**config.mk**
```make
export PLATFORM = sky130hd
export DESIGN_NAME = spi_regfile_peripheral
export DESIGN_NICKNAME = d
export VERILOG_FILES = /design/src/rtl/spi_pkg.sv /design/src/rtl/spi_sync_edge.sv /design/src/rtl/spi_regfile_peripheral.sv
export SDC_FILE = /design/constraint.sdc
export NUM_CORES = 1
export LEC_CHECK = 0
export CORE_ASPECT_RATIO = 0.6
export CORE_UTILIZATION = 33
export CTS_CLUSTER_DIAMETER = 30
export DETAILED_ROUTE_END_ITERATION = 8
export GPL_TIMING_DRIVEN = 1
export HOLD_SLACK_MARGIN = 0.12
export PLACE_DENSITY = 0.55
export SLEW_MARGIN = 20
export SYNTH_ARGS = -nofsm -noshare
export SYNTH_HDL_FRONTEND = slang
export SYNTH_SLANG_ARGS = --single-unit
```
**constraint.sdc**
```tcl
create_clock -name clk -period 3.4 [get_ports clk]
set_clock_uncertainty 0.1 [all_clocks]
set_input_delay 0.68 -clock clk [delete_from_list [all_inputs] [get_ports clk]]
set_output_delay 0.68 -clock clk [all_outputs]
set_load 0.01 [all_outputs]
```
**src/rtl/spi_pkg.sv**
```systemverilog
// Shared types and helpers for the SPI register-file peripheral.
// Frame layout: R/W bit, address, data, MSB first.
package spi_pkg;

  typedef enum logic [1:0] {
    IDLE,
    ADDR,
    WDATA,
    RDATA
  } spi_state_e;

  localparam logic SPI_OP_WRITE = 1'b1;
  localparam logic SPI_OP_READ  = 1'b0;

  function automatic int frame_len(
    input int addr_w,
    input int data_w
  );
    return 1 + addr_w + data_w;
  endfunction

endpackage

```
**src/rtl/spi_sync_edge.sv**
```systemverilog
// Multi-flop synchroniser for one asynchronous SPI pin with
// registered rising/falling edge pulses aligned to q.
module spi_sync_edge #(
  parameter int   STAGES  = 2,
  parameter logic RST_VAL = 1'b0
) (
  input  logic clk,
  input  logic rst,
  input  logic d,
  output logic q,
  output logic rise,
  output logic fall
);

  logic [STAGES-1:0] sync;

  always_ff @(posedge clk) begin
    if (rst) begin
      sync <= {STAGES{RST_VAL}};
      q    <= RST_VAL;
      rise <= 1'b0;
      fall <= 1'b0;
    end else begin
      sync <= {sync[STAGES-2:0], d};
      q    <= sync[STAGES-1];
      rise <= sync[STAGES-1] & ~q;
      fall <= ~sync[STAGES-1] & q;
    end
  end

endmodule

```
**src/rtl/spi_regfile_peripheral.sv**
```systemverilog
// SPI mode-0 register file: writes commit on cs release,
// reads stream the addressed register back on CIPO.
module spi_regfile_peripheral
  import spi_pkg::*;
#(
  parameter int NUM_REGS    = 5,
  parameter int DATA_W      = 8,
  parameter int ADDR_W      = 7,
  parameter int SYNC_STAGES = 2
) (
  input  logic                       clk,
  input  logic                       rst,
  input  logic                       spi_sclk,
  input  logic                       spi_copi,
  input  logic                       spi_cs,
  output logic                       spi_cipo,
  output logic                       spi_cipo_oe,
  output logic [NUM_REGS*DATA_W-1:0] regs_out,
  output logic                       wr_strobe,
  output logic [ADDR_W-1:0]          wr_addr,
  output logic                       rd_strobe,
  output logic                       frame_err
);

  localparam int FRAME_LEN = frame_len(ADDR_W, DATA_W);
  localparam int CNT_W     = $clog2(FRAME_LEN + 2);

  localparam logic [CNT_W-1:0] CNT_FULL = CNT_W'(FRAME_LEN);
  localparam logic [CNT_W-1:0] CNT_SAT  = CNT_W'(FRAME_LEN + 1);
  localparam logic [CNT_W-1:0] CNT_HDR  = CNT_W'(1 + ADDR_W);
  localparam logic [CNT_W-1:0] CNT_LAST = CNT_W'(ADDR_W);

  logic sclk_q, sclk_rise, sclk_fall;
  logic cs_q, cs_rise, cs_fall;
  logic copi_q, copi_rise, copi_fall;

  spi_sync_edge #(
    .STAGES  (SYNC_STAGES),
    .RST_VAL (1'b0)
  ) u_sclk (
    .clk  (clk),
    .rst  (rst),
    .d    (spi_sclk),
    .q    (sclk_q),
    .rise (sclk_rise),
    .fall (sclk_fall)
  );

  spi_sync_edge #(
    .STAGES  (SYNC_STAGES),
    .RST_VAL (1'b1)
  ) u_cs (
    .clk  (clk),
    .rst  (rst),
    .d    (spi_cs),
    .q    (cs_q),
    .rise (cs_rise),
    .fall (cs_fall)
  );

  spi_sync_edge #(
    .STAGES  (SYNC_STAGES),
    .RST_VAL (1'b0)
  ) u_copi (
    .clk  (clk),
    .rst  (rst),
    .d    (spi_copi),
    .q    (copi_q),
    .rise (copi_rise),
    .fall (copi_fall)
  );

  logic unused_sync;
  assign unused_sync = ^{sclk_q, copi_rise, copi_fall};

  spi_state_e                 state;
  logic [CNT_W-1:0]           cnt;
  logic [FRAME_LEN-1:0]       sr;
  logic [DATA_W-1:0]          out_sr;
  logic [NUM_REGS*DATA_W-1:0] regs_q;
  logic                       pend;
  logic                       armed;
  logic [SYNC_STAGES+1:0]     settle;

  // After reset, edges are ignored until cs is seen high again,
  // so a frame cut by reset cannot resume half way through.
  logic cs_fall_v, cs_rise_v;
  assign cs_fall_v = armed & cs_fall;
  assign cs_rise_v = armed & cs_rise;

  logic [ADDR_W:0]   hdr_now;
  logic [ADDR_W-1:0] hdr_addr;
  assign hdr_now  = {sr[ADDR_W-1:0], copi_q};
  assign hdr_addr = hdr_now[ADDR_W-1:0];

  logic              f_rw;
  logic [ADDR_W-1:0] f_addr;
  logic [DATA_W-1:0] f_data;
  logic              f_inr;
  assign f_rw   = sr[FRAME_LEN-1];
  assign f_addr = sr[FRAME_LEN-2 -: ADDR_W];
  assign f_data = sr[DATA_W-1:0];
  assign f_inr  = 32'(f_addr) < 32'(NUM_REGS);

  logic [DATA_W-1:0] rd_data;

  always_comb begin
    rd_data = '0;
    for (int k = 0; k < NUM_REGS; k++) begin
      if (hdr_addr == ADDR_W'(k)) begin
        rd_data = regs_q[k*DATA_W +: DATA_W];
      end
    end
  end

  logic ok_write, ok_read;
  assign ok_write = (cnt == CNT_FULL) & (f_rw == SPI_OP_WRITE) & f_inr;
  assign ok_read  = (cnt == CNT_FULL) & (f_rw == SPI_OP_READ) & f_inr;

  always_ff @(posedge clk) begin
    if (rst) begin
      state       <= IDLE;
      cnt         <= '0;
      sr          <= '0;
      out_sr      <= '0;
      regs_q      <= '0;
      pend        <= 1'b0;
      armed       <= 1'b0;
      settle      <= '0;
      spi_cipo_oe <= 1'b0;
      wr_strobe   <= 1'b0;
      wr_addr     <= '0;
      rd_strobe   <= 1'b0;
      frame_err   <= 1'b0;
    end else begin
      wr_strobe <= 1'b0;
      rd_strobe <= 1'b0;
      frame_err <= 1'b0;
      pend      <= 1'b0;
      settle    <= {settle[SYNC_STAGES:0], 1'b1};

      if (!armed && settle[SYNC_STAGES+1] && cs_q) begin
        armed <= 1'b1;
      end

      if (pend) begin
        if (ok_write) begin
          for (int k = 0; k < NUM_REGS; k++) begin
            if (f_addr == ADDR_W'(k)) begin
              regs_q[k*DATA_W +: DATA_W] <= f_data;
            end
          end
          wr_strobe <= 1'b1;
          wr_addr   <= f_addr;
        end else if (!ok_read) begin
          frame_err <= 1'b1;
        end
      end

      if (cs_fall_v) begin
        state       <= ADDR;
        cnt         <= '0;
        out_sr      <= '0;
        spi_cipo_oe <= 1'b0;
      end else if (cs_rise_v) begin
        state       <= IDLE;
        out_sr      <= '0;
        spi_cipo_oe <= 1'b0;
        pend        <= (state != IDLE);
      end else if (state != IDLE && sclk_rise) begin
        if (cnt != CNT_SAT) begin
          cnt <= cnt + CNT_W'(1);
        end
        if (cnt < CNT_FULL) begin
          sr <= {sr[FRAME_LEN-2:0], copi_q};
        end
        if (state == ADDR && cnt == CNT_LAST) begin
          if (hdr_now[ADDR_W] == SPI_OP_WRITE) begin
            state <= WDATA;
          end else begin
            state       <= RDATA;
            out_sr      <= rd_data;
            rd_strobe   <= 1'b1;
            spi_cipo_oe <= 1'b1;
          end
        end
      end else if (state == RDATA && sclk_fall && cnt > CNT_HDR) begin
        // The MSB is held over the first fall; shifting starts
        // only once the controller has sampled a data bit.
        out_sr <= out_sr << 1;
      end
    end
  end

  assign spi_cipo = out_sr[DATA_W-1];
  assign regs_out = regs_q;

endmodule

```
# [Yosys cells after proc, flatten, opt, wreduce, memory -nomap -nowiden]
# Index checks and enable logic that the tools add are counted.
[op_classes] add_sub_neg=1 order_cmp=3 eq_ne=15 mux=18 n_bitwise=21 n_reduce_logical=31
[op_table] operator="$mux W8" n=9
[op_table] operator="$eq A7 B2 Y1 const B" n=4
[op_table] operator="$reduce_and A3 Y1" n=8
[op_table] operator="$eq A7 B1 Y1 const B" n=2
[op_table] operator="$eq A7 B3 Y1 const B" n=2
[op_table] operator="$logic_not A7 Y1" n=2
[op_table] operator="$not A1 Y1" n=11
[op_table] operator="$and A1 B1 Y1" n=10
[op_table] operator="$mux W1" n=9
[op_table] operator="$reduce_or A3 Y1" n=3
[op_table] operator="$lt A7 B3 Y1 const B" n=1
[op_table] operator="$logic_and A1 B1 Y1" n=6
[op_table] operator="$reduce_and A2 Y1" n=3
[op_table] operator="$reduce_bool A3 Y1" n=2
[op_table] operator="$add A5 B1 Y5 const B" n=1
[op_table] operator="$eq A5 B3 Y1 const B" n=1
[op_table] operator="$eq A5 B5 Y1 const B" n=1
[op_table] operator="$gt A5 B4 Y1 const B" n=1
[op_table] operator="$lt A5 B5 Y1 const B" n=1
[op_table] operator="$ne A5 B5 Y1 const B" n=1
[op_table] operator="$reduce_or A5 Y1" n=1
[op_table] operator="$reduce_and A4 Y1" n=1
[op_table] operator="$reduce_bool A2 Y1" n=2
[op_table] operator="$reduce_or A2 Y1" n=2
[op_table] operator="5 further kinds" n=5
[word_totals] register_bits=101 inputBits=5 out_inout_bits=52 word_cells=118

# [Depth between registers and ports, before layout]
# Gate-level depths: netlist (run 1).
[depth] depth_word=9 ltp_mapped=8 mapped_depth_nobuf=7

# [By module]
# A second synthesis (run 1) with hierarchy kept.
[unflattened] cells_unflattened=450 hier_area_um2=4145.2
[modules_own_cells] module="spi_regfile_peripheral" n_inst=1 cells_each=420 area_each_um2=3743.6 seq_area_each_um2=1761.7
[modules_own_cells] module="spi_sync_edge" n_inst=3 cells_each=10 area_each_um2=133.9 seq_area_each_um2=100.1

# [Worst setup path before layout (run 1)]
# Ideal clock, no wire load.
[synth_timing] path_kind="reg2reg" start="register cnt[0]" end="register regs_q[25], in the netlist regs_out[25]" setup_ns=0.128 arrival_time_ns=1.553 t_required_ns=3.172 path_slack_ns=1.619 stages_incl_launch_ff=9 path_buffers=1 synth_period_minus_slack_ns=1.781 cell_sequence="dfxtp_1 > inv_1 > ha_1 > nor2b_1 > nand4_1 > nor4bb_1 > buf_4 > mux2i_1 > nor2_1"
[synth_via] elab_chain_len=4
[synth_rtl] element="start: declaration" line_no="spi_regfile_peripheral.sv:77" source="logic [CNT_W-1:0] cnt;"
[synth_rtl] element="start signal: assignment" line_no="spi_regfile_peripheral.sv:172" source="cnt <= cnt + CNT_W'(1);"
[synth_rtl] element="$eq A5 B5 Y1" line_no="spi_regfile_peripheral.sv:117" source="assign ok_write = (cnt == CNT_FULL) & (f_rw == SPI_OP_WRITE) & f_inr;"
[synth_rtl] element="$and A1 B1 Y1 (2 in a row)" line_no="spi_regfile_peripheral.sv:117"
[synth_rtl] element="$reduce_and A3 Y1 (no line)"
[synth_rtl] element="end signal: indexed assignment" line_no="spi_regfile_peripheral.sv:150" source="regs_q[k*DATA_W +: DATA_W] <= f_data;"
[synth_rtl] element="end: declaration" line_no="spi_regfile_peripheral.sv:80" source="logic [NUM_REGS*DATA_W-1:0] regs_q;"
# Every way passes these cells.
# A chain may end at the register's enable or synchronous reset.

# [Worst setup path after layout (run 1)]
[layout_timing] start="register cnt[1]" end="register regs_q[13], in the netlist regs_out[13]"
# The elaborated chain is that of the path after synthesis.

==> reports/results.ini, run 1 <==
[placement]
gp_congestion=0.7573
portBuffers=56
dp_slack_ns=1.005
dp_hpwl_um=7021

[clocking]
clockBufferDepth=2
cts_tree=built
clk_latency_ns=0.34
post_cts_buffers=0
cts_resized=0
root_buffer=clkbuf_16
clkTransAtPathRegs_ns=0.07
cts_hold_buf=0
clock_sinks=101
htreeDepth=3
cts_buffers=9

[die]
die_h_um=87.07
core_um2=11520
die_x_um=143.8
io_pins=57
num_rows=30
dieArea_um2=12520
start_util_pct=34.54

[grt]
grt_usage_pct=17.11
grt_max_degree=52
grt_first_pass_wirelength_um=15860
grt_pass1_vias=2921
grt_antenna_before_repair=0
overflow=0

[sta]
setup_viol=0
clock.fmax_mhz=451.7
min_period_over_period_pct=65.12
final.setup.tns_ns=0
rsz0062_at_grt=no
slew_headroom_pct=42.40
final-hold-violation-count=0
finalCriticalPeriod_ns=2.214
finalWorstSetupSlack_ns=1.186
worstMarginPinSlew_ns=0.8582
drv_slew=0

[cells_and_area]
final_nets=476
drive_gt1_share_pct=6.977
antenna_cells=0
synthToLayoutAreaGrowth_pct=24.05
multi_input_area_um2=1817
fillers=1158
regArea_um2=2022

[setup_path]
max_stage_delay_ns=0.33
crit_path_start_kind=flop
cp_cell_sequence=inv_1 > ha_1 > nor2b_1 > nand4_1 > nor4b_2 > buf_4 > mux2i_1 > nor2_1
required_ns=3.52
rr_worst_depth=8
critical_path.max_fanout=8
worstSetupPathType=reg -> reg
cp.arrival_ns=2.33
end_kind=flop
critPathSlowestCell=dfxtp_1

[power]
peakVddDrop_mv=0.2236
total_power_w=0.002193
p_seq_share_pct=54.4
clkPwrFrac_pct=43.9
leakagePower_nw=1.736
power.net_switching_w=0.0004579
internal-power_w=0.001735
p_per_area_nw_per_um2=444.1
p_comb_share_pct=1.7
sw_frac_of_total_pct=20.88

[yosys]
post_synth.cell_area_avg_um2=9.321
synthDominantCellAreaShare_pct=50.80
yosys-top-cells-area=dfxtp_1 51%, mux2i_1 14%, nor2_1 5.8%
synth_most_common_cell=dfxtp_1
synth_area_um2=3980
syn_nets=435
yosysTopAreaCell=dfxtp_1
synth_cell_types=42
yosys_register_bits=101
synth_flop_cell=dfxtp_1
yosys-top-cells-count=101 x dfxtp_1, 61 x nor2_1, 57 x mux2i_1
synthCells=427
synth_edf_count=0
yosysWarnings=0
seq_area_frac_synth_pct=50.80
async_reset_ff_share_pct=0

[routing]
vias=3110
wl_per_cell_um=15.94
first_iter_violations=211
route.detailed.vias_per_inst=4.913
drc=0
dr.pass1.iters=4
drt_wl_total_um=10090
drtAntennaViolNets=0

[outcome]
status=completed

[worst_hold_path]
hold_class=reg -> reg
hold_depth=1

[flow_run]
drv_cap=0

[critical path: cells and delay by family (launching register included)]
kind                     cells  cell delay (ns)
AND/OR/NAND/NOR              4             0.86
adder cells (fa/ha/maj)      1             0.20
buffers and inverters        2             0.37
flip-flops                   1             0.33
multiplexers                 1             0.23
[cell usage in the layout (no fill, tap or decap), types with 6 or more instances in the layout]
master | Yosys | routed
o22ai_1 | 6 | 6
o21ai_0 | 12 | 11
clkdlybuf4s50_1 | 0 | 55
mux2i_1 | 57 | 57
nand2_1 | 42 | 42
buf_4 | 4 | 6
clkbuf_16 | 0 | 9
dfxtp_1 | 101 | 101
a21oi_1 | 34 | 34
nor2b_1 | 12 | 12
nor2_1 | 61 | 61
and3_1 | 6 | 6
[per-layer routing]
layer / global-route usage (%) / vias up / share of wire (%)
met3: 4.838 / 6 / 6.3
met1: 26.71 / 1475 / 55
li1: - / 1536 / -
met4: 4.836 / 0 / 0.78
met5: 0 / - / 0
met2: 21.98 / 93 / 38
[path summary, 6_finish.rpt]
path | slack (ns) | to | from
setup / recovery | 1.19 | regs_out[13] | cnt[1]
hold reg to reg | 0.31 | u_sclk.rise | u_sclk.q
hold / removal | 0.31 | u_sclk.rise | u_sclk.q
setup reg to reg | 1.19 | regs_out[13] | cnt[1]
[sequential cells by signal (all words and copies together), names as in the netlist, 2 cells and up]
name and cells:
cnt 5, u_copi.sync 2, wr_addr 7, sr 16, u_cs.sync 2, out_sr 8, state 2, regs_out 40
settle 4, u_sclk.sync 2
[final cells by class]
| type | count | share of cell area [%] |
|---|---|---|
| flip-flops and latches | 101 | 40.95 |
| multi-input cells | 289 | 36.80 |
| repair buffers | 62 | 12.16 |
| clock buffers | 12 | 5.195 |
| well taps | 160 | 4.055 |
| clock inverters | 4 | 0.4562 |
| inverters | 5 | 0.3801 |
[per-stage QoR]
| step | utilization (%) | hold slack [ns] | std cells | instance area [µm²] |
|---|---|---|---|---|
| after floorplan | - | 0.2835 | 427 | 3980 |
| after global placement | 40.42 | 0.2942 | 617 | 4658 |
| after detailed placement | 40.42 | 0.2982 | 617 | 4658 |
| after CTS | 42.84 | 0.3126 | 633 | 4937 |
| after global routing | 42.84 | 0.3250 | 633 | 4937 |
| final | 42.84 | 0.3080 | 633 | 4937 |
[power by group through the flow]
stage / clock, W / combinational (W) / sequential [W]
2_1_floorplan: 0 / 0.0000248 / 0.00122
3_3_place_gp: 0 / 0.0000370 / 0.00122
3_5_place_dp: 0 / 0.0000374 / 0.00122
4_1_cts: 0.000989 / 0.0000374 / 0.00119
5_1_grt: 0.00104 / 0.0000403 / 0.00119
6_report: 0.000963 / 0.0000369 / 0.00119
[cells by family after synthesis]
family	synth area share (%)
compound gates	9.745
buf+inv	4.024
flops	50.80
mux	14.34
simple gates	19.27
fa+ha+maj	0.9432
xor+xnor	0.8804
Note: power is estimated with default switching activity, not from simulation.
==> inputs of run 2 (changes only) <==
PLACE_DENSITY = 0.57   (was 0.55)
clock period = 1.8 ns   (was 3.4 ns; I/O delays follow)
==> run 2 against run 1 <==
  * The flow now finishes with violations (setup timing)
  * First-iteration DRC count fell by 11%
  * Clock power is 96% higher
  * Register-to-register slack worse by 1.3 ns
  * Flip-flop and latch count unchanged
  * Setup slack got worse by 1.3 ns
  * Power rose by 93%
  * Clock-buffer cell count unchanged
  * Highest routed layer unchanged
==> reports/results.ini, run 2 (synthesized netlist as in run 1, its figures left out) <==
[sta]
finalWorstSetupSlack_ns=-0.1062
setup_viol=32
slew_headroom_pct=56.40
final-hold-violation-count=0
finalCriticalPeriod_ns=1.906
rsz0062_at_grt=yes
clock.fmax_mhz=524.6
final.setup.tns_ns=-2.490
min_period_over_period_pct=105.9
drv_slew=0
worstMarginPinSlew_ns=0.6497
whs_ns=0.2099

[die]
num_rows=30
core_um2=11520
die_x_um=143.8
start_util_pct=34.54
die_h_um=87.07
io_pins=57
dieArea_um2=12520

[cells_and_area]
final_area_um2=5373
mostFrequentLayoutCell=dfxtp_1
fin_cells=665
antenna_cells=0
final_cell_mix=96 x dfxtp_1, 61 x nor2_1, 57 x mux2i_1
largest_reg_flops=40
synthToLayoutAreaGrowth_pct=34.99
final_nets=510
drive_gt1_share_pct=16.24

[power]
peakVddDrop_mv=0.4857
p_per_area_nw_per_um2=785.6
leakagePower_nw=1.999

[grt]
grt_pass1_vias=2988
grt_max_degree=39
grt_first_pass_wirelength_um=16190
overflow=0
grt_usage_pct=17.37
grt_antenna_before_repair=0

[clocking]
clock_sinks=101
clkTransAtPathRegs_ns=0.06
clk_latency_ns=0.34
cts_tree=built
cts_hold_buf=0
htreeDepth=3
root_buffer=clkbuf_16
clockBufferDepth=2
cts_buffers=9

[routing]
drc=0
first_iter_violations=187
dr.pass1.iters=4
vias=3218
drtAntennaViolNets=0
route.detailed.vias_per_inst=4.839
wl_per_cell_um=15.52
drt_wl_total_um=10320

[placement]
portBuffers=56
placed_area_um2=4941
gp_congestion=0.8071
dp_cells=648
dp_slack_ns=-0.1525
dp_hpwl_um=7253

[setup_path]
cp.arrival_ns=2.04
critical_path.max_fanout=8
rr_worst_depth=8
rrSetupSlack_ns=-0.11
r2r-start=cnt[0]
worstReg2RegEnd=regs_out[19]
crit_path_start_kind=flop
max_stage_delay_ns=0.33
critPathBufInv=2
critPathSlowestCell=dfxtp_2
required_ns=1.94
end_kind=flop
worstSetupPathType=reg -> reg
cp_cell_sequence=inv_2 > ha_4 > nor2b_4 > nand4_1 > nor4b_2 > buf_4 > mux2i_1 > nor2_1
critPathTopFamily=simple AND/OR/NAND/NOR gates

[worst_hold_path]
hp-start=rst
hold_path_end=u_sclk.fall
hold_class=in -> reg
hold_depth=2

[outcome]
status=finished, violations left
failed_checks=setup timing

[flow_run]
drv_cap=0

==> run 2: worst max path at each step <==
stage,startpoint,endpoint,slack (ns),cells after the start
finish,cnt[0],regs_out[19],-0.11,8
global route,cnt[1],regs_out[28],-0.28,8
CTS,cnt[1],regs_out[28],-0.12,8
detailed placement,cnt[1],regs_out[28],-0.15,8
global placement,cnt[1],regs_out[29],-0.11,8
floorplan,cnt[0],regs_out[25],0.02,8
==> run 2: cell type report <==
type | count | area, µm²
Clock buffer | 12 | 246.5
Clock inverter | 2 | 35.03
Fill cell | 1103 | 6151
Inverter | 5 | 18.77
Multi-Input combinational cell | 289 | 1924
Sequential cell | 101 | 2028
Tap cell | 160 | 200.2
Timing Repair Buffer | 96 | 919.6
==> run 2: power breakdown <==
part	internal [W]	switching (W)	total [W]
sequential	0.00225	0.00000608	0.00225
clock	0.00110	0.000787	0.00189
combinational	0.0000316	0.0000481	0.0000798
==> run 2: routing by layer <==
metal / vias up / global-route usage [%] / wire length (µm)
met2: 70 / 22.64 / 4091
met5: - / 0 / 0
li1: 1601 / - / -
met1: 1537 / 26.79 / 5595
met4: 0 / 4.836 / 85
met3: 10 / 5.058 / 546
==> run 2: per-stage QoR <==
step                      utilization [%]  power (W)
after floorplan                         -   0.002350
after global placement              42.88   0.002384
after detailed placement            42.88   0.002384
after CTS                           45.85   0.004248
after global routing                46.62   0.004359
final                               46.62   0.004221
==> run 2: repair_timing <==
action / CTS / global route
resized for setup: 15 / 17
setup endpoints to repair: 31 / 54
buffers inserted: 1 / 2
pin swaps: 6 / 21
cloned: 1 / 0
hold endpoints to repair: 0 / 0
